$ cat config.mk
export PLATFORM = sky130hd
export DESIGN_NAME = sram_access_ctrl
export DESIGN_NICKNAME = d
export VERILOG_FILES = /design/src/rtl/sram_ctrl_pkg.sv /design/src/rtl/sram_lane_decode.sv /design/src/rtl/sram_access_ctrl.sv
export SDC_FILE = /design/constraint.sdc
export NUM_CORES = 1
export LEC_CHECK = 0
export ABC_AREA = 1
export ABC_CLOCK_PERIOD_IN_PS = 3390
export CORE_UTILIZATION = 39
export CTS_CLUSTER_DIAMETER = 40
export DETAILED_ROUTE_END_ITERATION = 8
export PLACE_DENSITY = 0.88
export REMOVE_ABC_BUFFERS = 1
export SYNTH_ARGS = -nofsm -noshare
export SYNTH_HDL_FRONTEND = slang
export SYNTH_SLANG_ARGS = --single-unit
$ cat constraint.sdc
create_clock -name HCLK -period 3.39 [get_ports HCLK]
set_clock_uncertainty 0.2 [all_clocks]
set_input_delay 0.678 -clock HCLK [delete_from_list [all_inputs] [get_ports HCLK]]
set_output_delay 0.678 -clock HCLK [all_outputs]
set_load 0.02 [all_outputs]
$ cat src/rtl/sram_ctrl_pkg.sv
// Shared types and constants for the asynchronous-SRAM access controller.
package sram_ctrl_pkg;

  typedef enum logic [1:0] {
    ST_IDLE,
    ST_ACCESS,
    ST_ERROR
  } state_t;

  localparam logic [2:0] HSIZE_BYTE = 3'd0;
  localparam logic [2:0] HSIZE_HALF = 3'd1;
  localparam logic [2:0] HSIZE_WORD = 3'd2;

  localparam int WAIT_MIN = 1;
  localparam int WAIT_MAX = 15;

  // Folds an out-of-range WAIT_CYCLES into what the 4-bit wait counter can express.
  function automatic logic [3:0] clamp_wait(input int w);
    if (w < WAIT_MIN) return 4'(WAIT_MIN);
    if (w > WAIT_MAX) return 4'(WAIT_MAX);
    return 4'(w);
  endfunction

endpackage

$ cat src/rtl/sram_lane_decode.sv
// Byte-lane enable decode and alignment check for one AHB transfer.
module sram_lane_decode
  import sram_ctrl_pkg::*;
(
  input  logic [2:0] size,
  input  logic [1:0] addr_lo,
  output logic [3:0] be,
  output logic       illegal
);

  always_comb begin
    // NOTE: every output gets a default first so no path through the case infers a latch.
    be      = 4'h0;
    illegal = 1'b0;
    case (size)
      HSIZE_BYTE: be = 4'b0001 << addr_lo;
      HSIZE_HALF: begin
        be      = addr_lo[1] ? 4'b1100 : 4'b0011;
        illegal = addr_lo[0];
      end
      HSIZE_WORD: begin
        be      = 4'hF;
        illegal = |addr_lo;
      end
      default: illegal = 1'b1;
    endcase
  end

endmodule

$ cat src/rtl/sram_access_ctrl.sv
// AHB-side controller that sequences stalled read/write accesses to an asynchronous SRAM.
module sram_access_ctrl
  import sram_ctrl_pkg::*;
#(
  parameter int ADDR_WIDTH  = 16,
  parameter int WAIT_CYCLES = 2
) (
  input  logic                  HCLK,
  input  logic                  HRESETn,
  input  logic [31:0]           addr,
  input  logic [31:0]           wdata,
  input  logic [2:0]            size,
  input  logic                  r_prep,
  input  logic                  w_prep,
  input  logic                  ren,
  input  logic                  wen,
  output logic [31:0]           rdata,
  output logic                  slave_wait,
  output logic                  burst_cancel,
  output logic [ADDR_WIDTH-1:0] sram_addr,
  output logic [31:0]           sram_wdata,
  input  logic [31:0]           sram_rdata,
  output logic                  sram_ce_n,
  output logic                  sram_oe_n,
  output logic                  sram_we_n,
  output logic [3:0]            sram_be_n
);

  localparam logic [3:0] WAIT_LIM = clamp_wait(WAIT_CYCLES);

  state_t                state, state_d;
  logic [3:0]            cnt, cnt_d;
  logic [ADDR_WIDTH+1:0] cap_addr;
  logic [2:0]            cap_size;
  logic                  cap_write;
  logic [31:0]           wdata_q;

  logic       capture, access, stalling, final_cyc;
  logic [3:0] cap_be, in_be;
  logic       cap_illegal, in_illegal;
  logic       unused_bits;

  // Captured decode drives the lanes; incoming decode picks ACCESS vs ERROR at the capture edge.
  sram_lane_decode u_cap_decode (
    .size    (cap_size),
    .addr_lo (cap_addr[1:0]),
    .be      (cap_be),
    .illegal (cap_illegal)
  );

  sram_lane_decode u_in_decode (
    .size    (size),
    .addr_lo (addr[1:0]),
    .be      (in_be),
    .illegal (in_illegal)
  );

  assign unused_bits = ^{addr[31:ADDR_WIDTH+2], in_be, cap_illegal};

  assign capture   = (r_prep | w_prep) & ~slave_wait;
  assign access    = (state == ST_ACCESS);
  assign stalling  = access & (cnt < WAIT_LIM);
  assign final_cyc = access & ~stalling;

  // State moves at the capture edge so ACCESS/ERROR line up with the ren/wen data phase.
  always_comb begin
    state_d = state;
    cnt_d   = cnt;
    case (state)
      ST_IDLE:   if (capture) state_d = in_illegal ? ST_ERROR : ST_ACCESS;
      ST_ACCESS: if (final_cyc) state_d = capture ? (in_illegal ? ST_ERROR : ST_ACCESS) : ST_IDLE;
      ST_ERROR:  state_d = ST_IDLE;
      default:   state_d = ST_IDLE;
    endcase
    if (state_d != ST_ACCESS || !access || final_cyc) cnt_d = 4'd0;
    else if (ren | wen)                               cnt_d = cnt + 4'd1;
  end

  always_ff @(posedge HCLK or negedge HRESETn) begin
    if (!HRESETn) begin
      state     <= ST_IDLE;
      cnt       <= 4'd0;
      cap_addr  <= '0;
      cap_size  <= 3'd0;
      cap_write <= 1'b0;
      wdata_q   <= 32'd0;
    end else begin
      // NOTE: non-blocking so every register samples the values from before this edge.
      state   <= state_d;
      cnt     <= cnt_d;
      wdata_q <= sram_wdata;
      if (capture) begin
        cap_addr  <= addr[ADDR_WIDTH+1:0];
        cap_size  <= size;
        cap_write <= w_prep;
      end
    end
  end

  // Strobes decode straight from state so an asynchronous reset releases them at once.
  assign slave_wait   = stalling;
  assign burst_cancel = (state == ST_ERROR);
  assign sram_addr    = cap_addr[ADDR_WIDTH+1:2];
  assign sram_ce_n    = ~access;
  assign sram_be_n    = access ? ~cap_be : 4'hF;
  assign sram_oe_n    = ~(access & ~cap_write);
  assign sram_we_n    = ~(stalling & cap_write);
  assign sram_wdata   = (access & cap_write) ? wdata : wdata_q;
  assign rdata        = sram_rdata;

endmodule

### Word level (Yosys, flattened, before mapping)

Cells that the tools add are included.
Widths: inputs -> output; s select.

| cells by class | value |
|---|---|
| multiply operators | 0 |
| divide/modulo/power cells | 0 |
| $lt $le $gt $ge | 1 |
| muxes and demuxes | 12 |
| reductions and logical operators | 8 |
| add/subtract/negate cells | 1 |
| shift-type cells | 1 |
| equality and inequality tests | 7 |
| bitwise gates (word level) | 14 |

Operator list:

| kind | number |
|---|---|
| $mux 32 | 1 |
| $mux 4 | 4 |
| $pmux 4 s3 | 1 |
| $mux 2 | 4 |
| $and 1x1->1 | 6 |
| $eq 3x1->1 const B | 2 |
| $eq 3x2->1 const B | 2 |
| $logic_not 3->1 | 2 |
| $not 1->1 | 5 |
| $add 4x1->4 const B | 1 |
| $lt 4x2->1 const B | 1 |
| $not 4->4 | 1 |
| $pmux 2 s2 | 1 |
| $shl 1x2->4 const A | 1 |
| $pmux 1 s3 | 1 |
| $eq 2x1->1 const B | 1 |
| $eq 2x2->1 const B | 1 |
| $logic_not 2->1 | 1 |
| $logic_or 1x1->1 | 2 |
| $ne 2x1->1 const B | 1 |
| $or 1x1->1 | 2 |
| $reduce_bool 2->1 | 1 |
| $reduce_or 2->1 | 1 |
| $logic_not 1->1 | 1 |

| storage, ports and cells | value |
|---|---|
| memory bits (writable) | 0 |
| flip-flop bits (word level) | 60 |
| memories | 0 |
| ROM bits | 0 |
| input port bits | 105 |
| latch bits | 0 |
| output and inout port bits | 89 |

### Logic depth before layout (Yosys ltp)

Gate-level depths: netlist of run 1.

| logic depth | value |
|---|---|
| word-level depth | 11 |
| gate-level depth with buffers | 7 |
| mapped depth without buffers | 6 |

### By module

Synthesis of run 1 repeated with hierarchy kept, for this count alone.

| unflattened totals | value |
|---|---|
| cell total of the unflattened synthesis | 373 |
| area total of the unflattened synthesis | 3,064.2 sq um |

Modules (own cells, without submodules):

| module | cells an instance | area an instance (sq um) | instances |
|---|---|---|---|
| sram_access_ctrl | 321 | 2,829.0 | 1 |
| sram_lane_decode | 26 | 117.6 | 2 |

### Worst setup path after synthesis of run 1

No wires, ideal clock.

| path | value |
|---|---|
| path kind | flip-flop to output port |
| start | register state[1] |
| end | output port sram_we_n |
| slack | 1.304 ns |
| arrival | 1.208 ns |
| stages on the path, launching flop included | 6 |
| cells stage by stage | dfrtp_1 -> nor2_4 -> buf_6 -> inv_2 -> nor2_2 -> nand2_1 |

| between the ends | value |
|---|---|
| longest elaborated chain between the ends | 4 |

Ends and longest elaborated chain:

| what | line | text |
|---|---|---|
| from (decl) | sram_access_ctrl.sv:31 | `state_t state, state_d;` |
| from (signal assigned) | sram_access_ctrl.sv:89 | `state <= state_d;` |
| $eq 2x1->1 | sram_access_ctrl.sv:61 | `assign access = (state == ST_ACCESS);` |
| $and 1x1->1 | sram_access_ctrl.sv:62 | `assign stalling = access & (cnt < WAIT_LIM);` |
| named net slave_wait | sram_access_ctrl.sv:18 | `output logic slave_wait,` |
| $and 1x1->1 | sram_access_ctrl.sv:107 | `assign sram_we_n = ~(stalling & cap_write);` |
| $not 1->1 | sram_access_ctrl.sv:107 |  |
| to (decl) | sram_access_ctrl.sv:25 | `output logic sram_we_n,` |

The timed path passes the listed nets, and every way through them passes these cells.

### Worst setup path after layout of run 1

| path | value |
|---|---|
| start | register state[1] |
| end | output port sram_wdata[22] |

| between the ends | value |
|---|---|
| longest elaborated chain between the ends | 3 |

Ends and longest elaborated chain:

| what | line | text |
|---|---|---|
| $eq 2x1->1 | sram_access_ctrl.sv:61 |  |
| $and 1x1->1 | sram_access_ctrl.sv:108 | `assign sram_wdata = (access & cap_write) ? wdata : wdata_q;` |
| $mux 32 | sram_access_ctrl.sv:108 |  |
| to (decl) | sram_access_ctrl.sv:21 | `output logic [31:0] sram_wdata,` |

No other way between the ends.

==> impl_metrics.ini, run 1 <==
[outcome]
outcome = completed

[clock_network]
h-tree-depth = 3
post_cts_resized = 0
cts_tree = yes
numCtsBuffers = 9
clk_latency_ps = 320
cts_hold_buffers = 0
clockBufferDepth = 2
cts.reportedPaths.clkPinSlew_ps = 60
cts_setup_buffers = 0
cts-root-buf = clkbuf_8
clock-sinks = 60

[yosys]
yosys_warnings = 0
ys_types = 25
synth_area_um2 = 2950
yosys.area_share.simple_pct = 29.9
synth_compound_area_share_pct = 0.763
synth-seq-cells = 60
syn_area_per_cell_um2 = 8.53
synth_top_family_by_area = simple AND/OR/NAND/NOR gates
synthXorXnorAreaFrac_pct = 0.297
async_reset_ff_share_pct = 100
syn-instance-count = 346
muxShareOfSynthArea_pct = 0
ys.flop_type = dfrtp_1
synth-adder-area-share_pct = 0.424
synth.yosys.seq_area_share_pct = 50.9
synth-edff-count = 0

[min_path]
hold_path_depth = 2
min_from = wdata_q[25]$_DFF_PN0_
hold_path_end = wdata_q[25]$_DFF_PN0_
min_path_type = reg -> reg

[critical_path]
r2r_start = state[1]$_DFF_PN0_
startpoint_type = flop
r2r_cells = 5
critPathKind = reg -> out
path_cells = nor2_4 > buf_4 > nand3_1 > nand2_1 > clkdlybuf4s50_1
path_max_fanout = 30
crit_buf_inv = 2
slowest_stage = clkdlybuf4s50_1
crit_required_ps = 2510
r2r-end = cap_addr[5]$_DFFE_PN0N_
reg2reg_setup_slack_ps = 1620
cp.arrival_ps = 2280
endpoint_kind = primary output
crit_family = buffers and inverters
slowest_delay_ps = 600

[grt]
gr-total-overflow = 0
grt_pass1_vias = 2432
antenna_found_initial = 0
grt_max_degree = 46
grt_pass1_wl_um = 11300
grt_use_total_pct = 19.5

[power_and_ir_drop]
leakage_nw = 1.92
total_power_w = 0.00290
p_per_area_nw_per_um2 = 722
vdd_drop_max_v = 0.000251

[floorplan]
die_h_um = 89.0
dieArea_um2 = 7920
io_pins = 194
start_util_pct = 40.5
core_area_um2 = 7290
die_w_um = 89.0
row_count = 31

[place]
numPortBuffers = 115
place_area_um2 = 3790
gp_congestion = 0.720
dp_hpwl_um = 5650
dpl.cell_count = 500

[timing]
relSlewSlack_pct = 33.2
rsz0062_at_grt = false
max_freq_mhz = 317
fin_crit_sh_pct = 93.2
min_period_ps = 3160
final_hold_viol_count = 0
tns_ps = 0
maxSlewViolCount = 0
setup_viol = 0
tightest_slew_ps = 1000

[route]
wl_um = 7610
num_vias = 2483
first_pass_iters = 4
drt-wirelength-per-cell_um = 14.8
dr.first_iter.drc_count = 69
ant_nets = 0
drc = 0
avgViaCountPerCell = 4.81

[finish]
layout.nets = 518
fin_cells = 516
n_antenna_cell = 0
drive_gt1_share_pct = 6.95
fin_area_um2 = 4010
syn_to_final_growth_pct = 36.0

[job]
maxCapViolCount = 0
[synthesized netlist by cell type (2+ instances only)]
cell	count	area share (%)
a21oi_1	2	0.34
buf_4	51	13
nor2_2	2	0.42
nand4_1	6	1.3
inv_2	2	0.25
nand3_1	58	9.8
dfrtp_1	60	51
nand2_1	123	16
buf_2	7	1.2
nor2_1	7	0.89
inv_1	11	1.4
buf_6	2	0.76
clkbuf_1	3	0.38
[how the worst max path moves through the flow]
stage	startpoint	to	slack, ps	depth (start not counted)
3_3_place_gp	wdata[22]	sram_wdata[22]	570	4
5_1_grt	state[0]$_DFF_PN0_	sram_wdata[22]	70	6
4_1_cts	state[1]$_DFF_PN0_	sram_wdata[3]	200	5
2_1_floorplan	state[1]$_DFF_PN0_	sram_wdata[0]	680	4
3_5_place_dp	wdata[3]	sram_wdata[3]	520	4
6_report	state[1]$_DFF_PN0_	sram_wdata[22]	230	5
[flip-flops by register name, summed over array words and instances, names as in the netlist]
register / flops
cap_addr: 18
cnt: 4
cap_size: 3
state: 2
cap_write: 1
wdata_q: 32
[layout by cell type (no fill, tap or decap), types with 3 or more instances in the layout]
master           count
inv_1               11
clkdlybuf4s50_1    114
nand2_1            123
nor2_1               7
dfrtp_1             60
nand3_1             58
buf_4                5
clkinvlp_4           3
clkbuf_8            10
nand4_1              6
[power by group]
group	switching, W	internal, W
Combinational	0.000640	0.000538
Sequential	0.0000754	0.000940
Clock	0.000273	0.000432
Total	0.000988	0.00191
[area by class of cell]
| cell class | count | area (µm²) |
|---|---|---|
| clock buffer | 10 | 138 |
| clock inverter | 6 | 87.6 |
| fill | 660 | 3280 |
| inverter | 13 | 48.8 |
| multi-input combinational | 208 | 930 |
| sequential | 60 | 1500 |
| tap | 99 | 124 |
| timing repair buffer | 120 | 1180 |
[worst register-to-register path, stage by stage (launching register included)]
cell     delay (ps)
dfrtp_1         420
nor2_4          280
nand3_4         320
nand2_4         330
nand2_1          90
nand2_1          80
[through the flow]
| step | util, % | hold slack [ps] | setup slack, ps |
|---|---|---|---|
| 4_1_cts | 55.0 | 272 | 197 |
| 6_report | 55.0 | 268 | 231 |
| 2_1_floorplan | - | 182 | 676 |
| 5_1_grt | 55.0 | 282 | 71.6 |
| 3_3_place_gp | 51.9 | 250 | 572 |
| 3_5_place_dp | 51.9 | 258 | 521 |
[metal layers]
metal | global-route usage [%] | part of all wire [%] | vias to the layer above
met4 | 8.80 | 1.4 | 0
met1 | 21.8 | 42 | 1144
met3 | 11.6 | 14 | 12
met2 | 29.5 | 42 | 151
li1 | - | - | 1176
met5 | 3.90 | 0 | -
[cell families after synthesis]
family | count (synthesis)
other cells | 1
fa+ha+maj | 1
xor+xnor | 1
compound gates | 4
buf+inv | 78
simple gates | 201
flops | 60
Note: power is estimated with default switching activity, not from simulation.
==> run 2, diff against run 1 <==
--- a/config.mk
+++ b/config.mk
@@ -7,6 +7,7 @@
 export LEC_CHECK = 0
 export ABC_AREA = 1
 export ABC_CLOCK_PERIOD_IN_PS = 3390
+export CORE_MARGIN = 3
 export CORE_UTILIZATION = 39
 export CTS_CLUSTER_DIAMETER = 40
 export DETAILED_ROUTE_END_ITERATION = 8
==> run 2 against run 1 <==
Clock power up 13%. Total power is 3.2% higher. Cell area grew 0.62%. First-iteration DRC count down 1.4%. Critical endpoint is now sram_wdata[23]. Largest power group unchanged.
==> impl_metrics.ini, run 2 (synthesis gave the netlist of run 1 again) <==
[place]
numPortBuffers = 115
gp_congestion = 0.733
pre_cts_ws_ps = 537
dp_hpwl_um = 5920
place_area_um2 = 3790

[finish]
top_regs = wdata_q x32, cap_addr x18, cnt x4
seq_area_um2 = 1500
layout.nets = 518
final_cell_mix = nand2_1 (123), clkdlybuf4s50_1 (114), dfrtp_1 (60), nand3_1 (58)
layout_commonest_cell = nand2_1
largest_reg_flops = 32
drive_gt1_share_pct = 6.71
multiInputGateArea_um2 = 930
regMostFlops = wdata_q
syn_to_final_growth_pct = 36.9
fin_area_um2 = 4040
nFillCells = 677
n_antenna_cell = 0

[floorplan]
start_util_pct = 40.5
core_area_um2 = 7290
die_w_um = 93.0
io_pins = 194
row_count = 31
dieArea_um2 = 8640
die_h_um = 93.0

[timing]
final_hold_viol_count = 0
max_freq_mhz = 333
min_period_ps = 3010
relSlewSlack_pct = 32.6
maxSlewViolCount = 0
setup_viol = 0
rsz0062_at_grt = false
fin_crit_sh_pct = 88.7
tightest_slew_ps = 1010
tns_ps = 0
fin_ws_ps = 384

[clock_network]
clock-sinks = 60
post_cts_resized = 0
numCtsBuffers = 9
cts-root-buf = clkbuf_8
clockBufferDepth = 2
cts_tree = yes
clk_latency_ps = 330
cts.reportedPaths.clkPinSlew_ps = 70
h-tree-depth = 3
cts_hold_buffers = 0
cts_setup_buffers = 0

[power_and_ir_drop]
p_per_area_nw_per_um2 = 741
total_power_w = 0.00299
vdd_drop_max_v = 0.000219
leakage_nw = 1.94

[grt]
grt_use_total_pct = 19.0
gr-total-overflow = 0
antenna_found_initial = 0
grt_pass1_vias = 2541
grt_max_degree = 47
grt_pass1_wl_um = 12400

[min_path]
min_path_type = reg -> reg

[critical_path]
crit_buf_inv = 2
crit_family = buffers and inverters
crit_required_ps = 2510
slowest_stage = clkdlybuf4s50_1
path_cells = nor2_4 > buf_4 > nand3_1 > nand2_1 > clkdlybuf4s50_1
path_max_fanout = 38
startpoint_type = flop
critPathKind = reg -> out
endpoint_kind = primary output
cp.arrival_ps = 2130
slowest_delay_ps = 620

[route]
num_vias = 2496
wl_um = 7960
first_pass_iters = 4
drc = 0
avgViaCountPerCell = 4.84
dr.first_iter.drc_count = 68
ant_nets = 0
drt-wirelength-per-cell_um = 15.4

[outcome]
outcome = completed

[job]
maxCapViolCount = 0
run 2: cell types whose count changed in the layout (fill, tap and decap cells not counted), sizes merged:
cell and change:
clkinvlp -3, clkbuf +2, bufinv +1
run 2: metal layers:
metal  global-route usage, %  wire [µm]  vias up
met1                    21.9       3240     1166
li1                        -          -     1175
met4                    5.86         53        0
met2                    27.4       3440      149
met3                    13.7       1220        6
met5                    6.41          0        -
run 2: path summary, 6_finish.rpt:
path	start	to	slack (ps)	cells past startpoint
worst min-delay path	wdata_q[4]$_DFF_PN0_	wdata_q[4]$_DFF_PN0_	270	2
worst max register to register	state[1]$_DFF_PN0_	cap_addr[15]$_DFFE_PN0N_	1350	6
worst max-delay path	state[1]$_DFF_PN0_	sram_wdata[23]	380	5
worst min register to register	wdata_q[4]$_DFF_PN0_	wdata_q[4]$_DFF_PN0_	270	2
max in group asynchronous	HRESETn	cap_addr[4]$_DFFE_PN0N_	1960	2
min in group asynchronous	HRESETn	wdata_q[3]$_DFF_PN0_	320	1
run 2: area by class of cell:
| cell class | instances | share of cell area [%] |
|---|---|---|
| clock buffer | 12 | 3.84 |
| clock inverter | 4 | 2.36 |
| inverter | 13 | 1.21 |
| multi-input combinational | 208 | 23.0 |
| sequential | 60 | 37.2 |
| tap | 99 | 3.07 |
| timing repair buffer | 120 | 29.3 |
run 2: power breakdown:
part	switching (W)	internal [W]	leakage [nW]
sequential	0.0000748	0.000941	0.738
combinational	0.000644	0.000537	1.08
clock	0.000266	0.000528	0.127
total	0.000985	0.00201	1.94
run 2: worst register-to-register path, delay by kind of cell (launching register included):
kind / cells / cell delay, ps
and+or+nand+nor: 5 / 1000
DFF: 1 / 420
buffers and inverters: 1 / 370
run 2: per-stage QoR:
step                      hold slack, ps  cells  utilization [%]
after floorplan                      182    281                -
after CTS                            273    516             55.4
after global routing                 285    516             55.4
final                                265    516             55.4
after detailed placement             254    500             51.9
after global placement               249    500             51.9
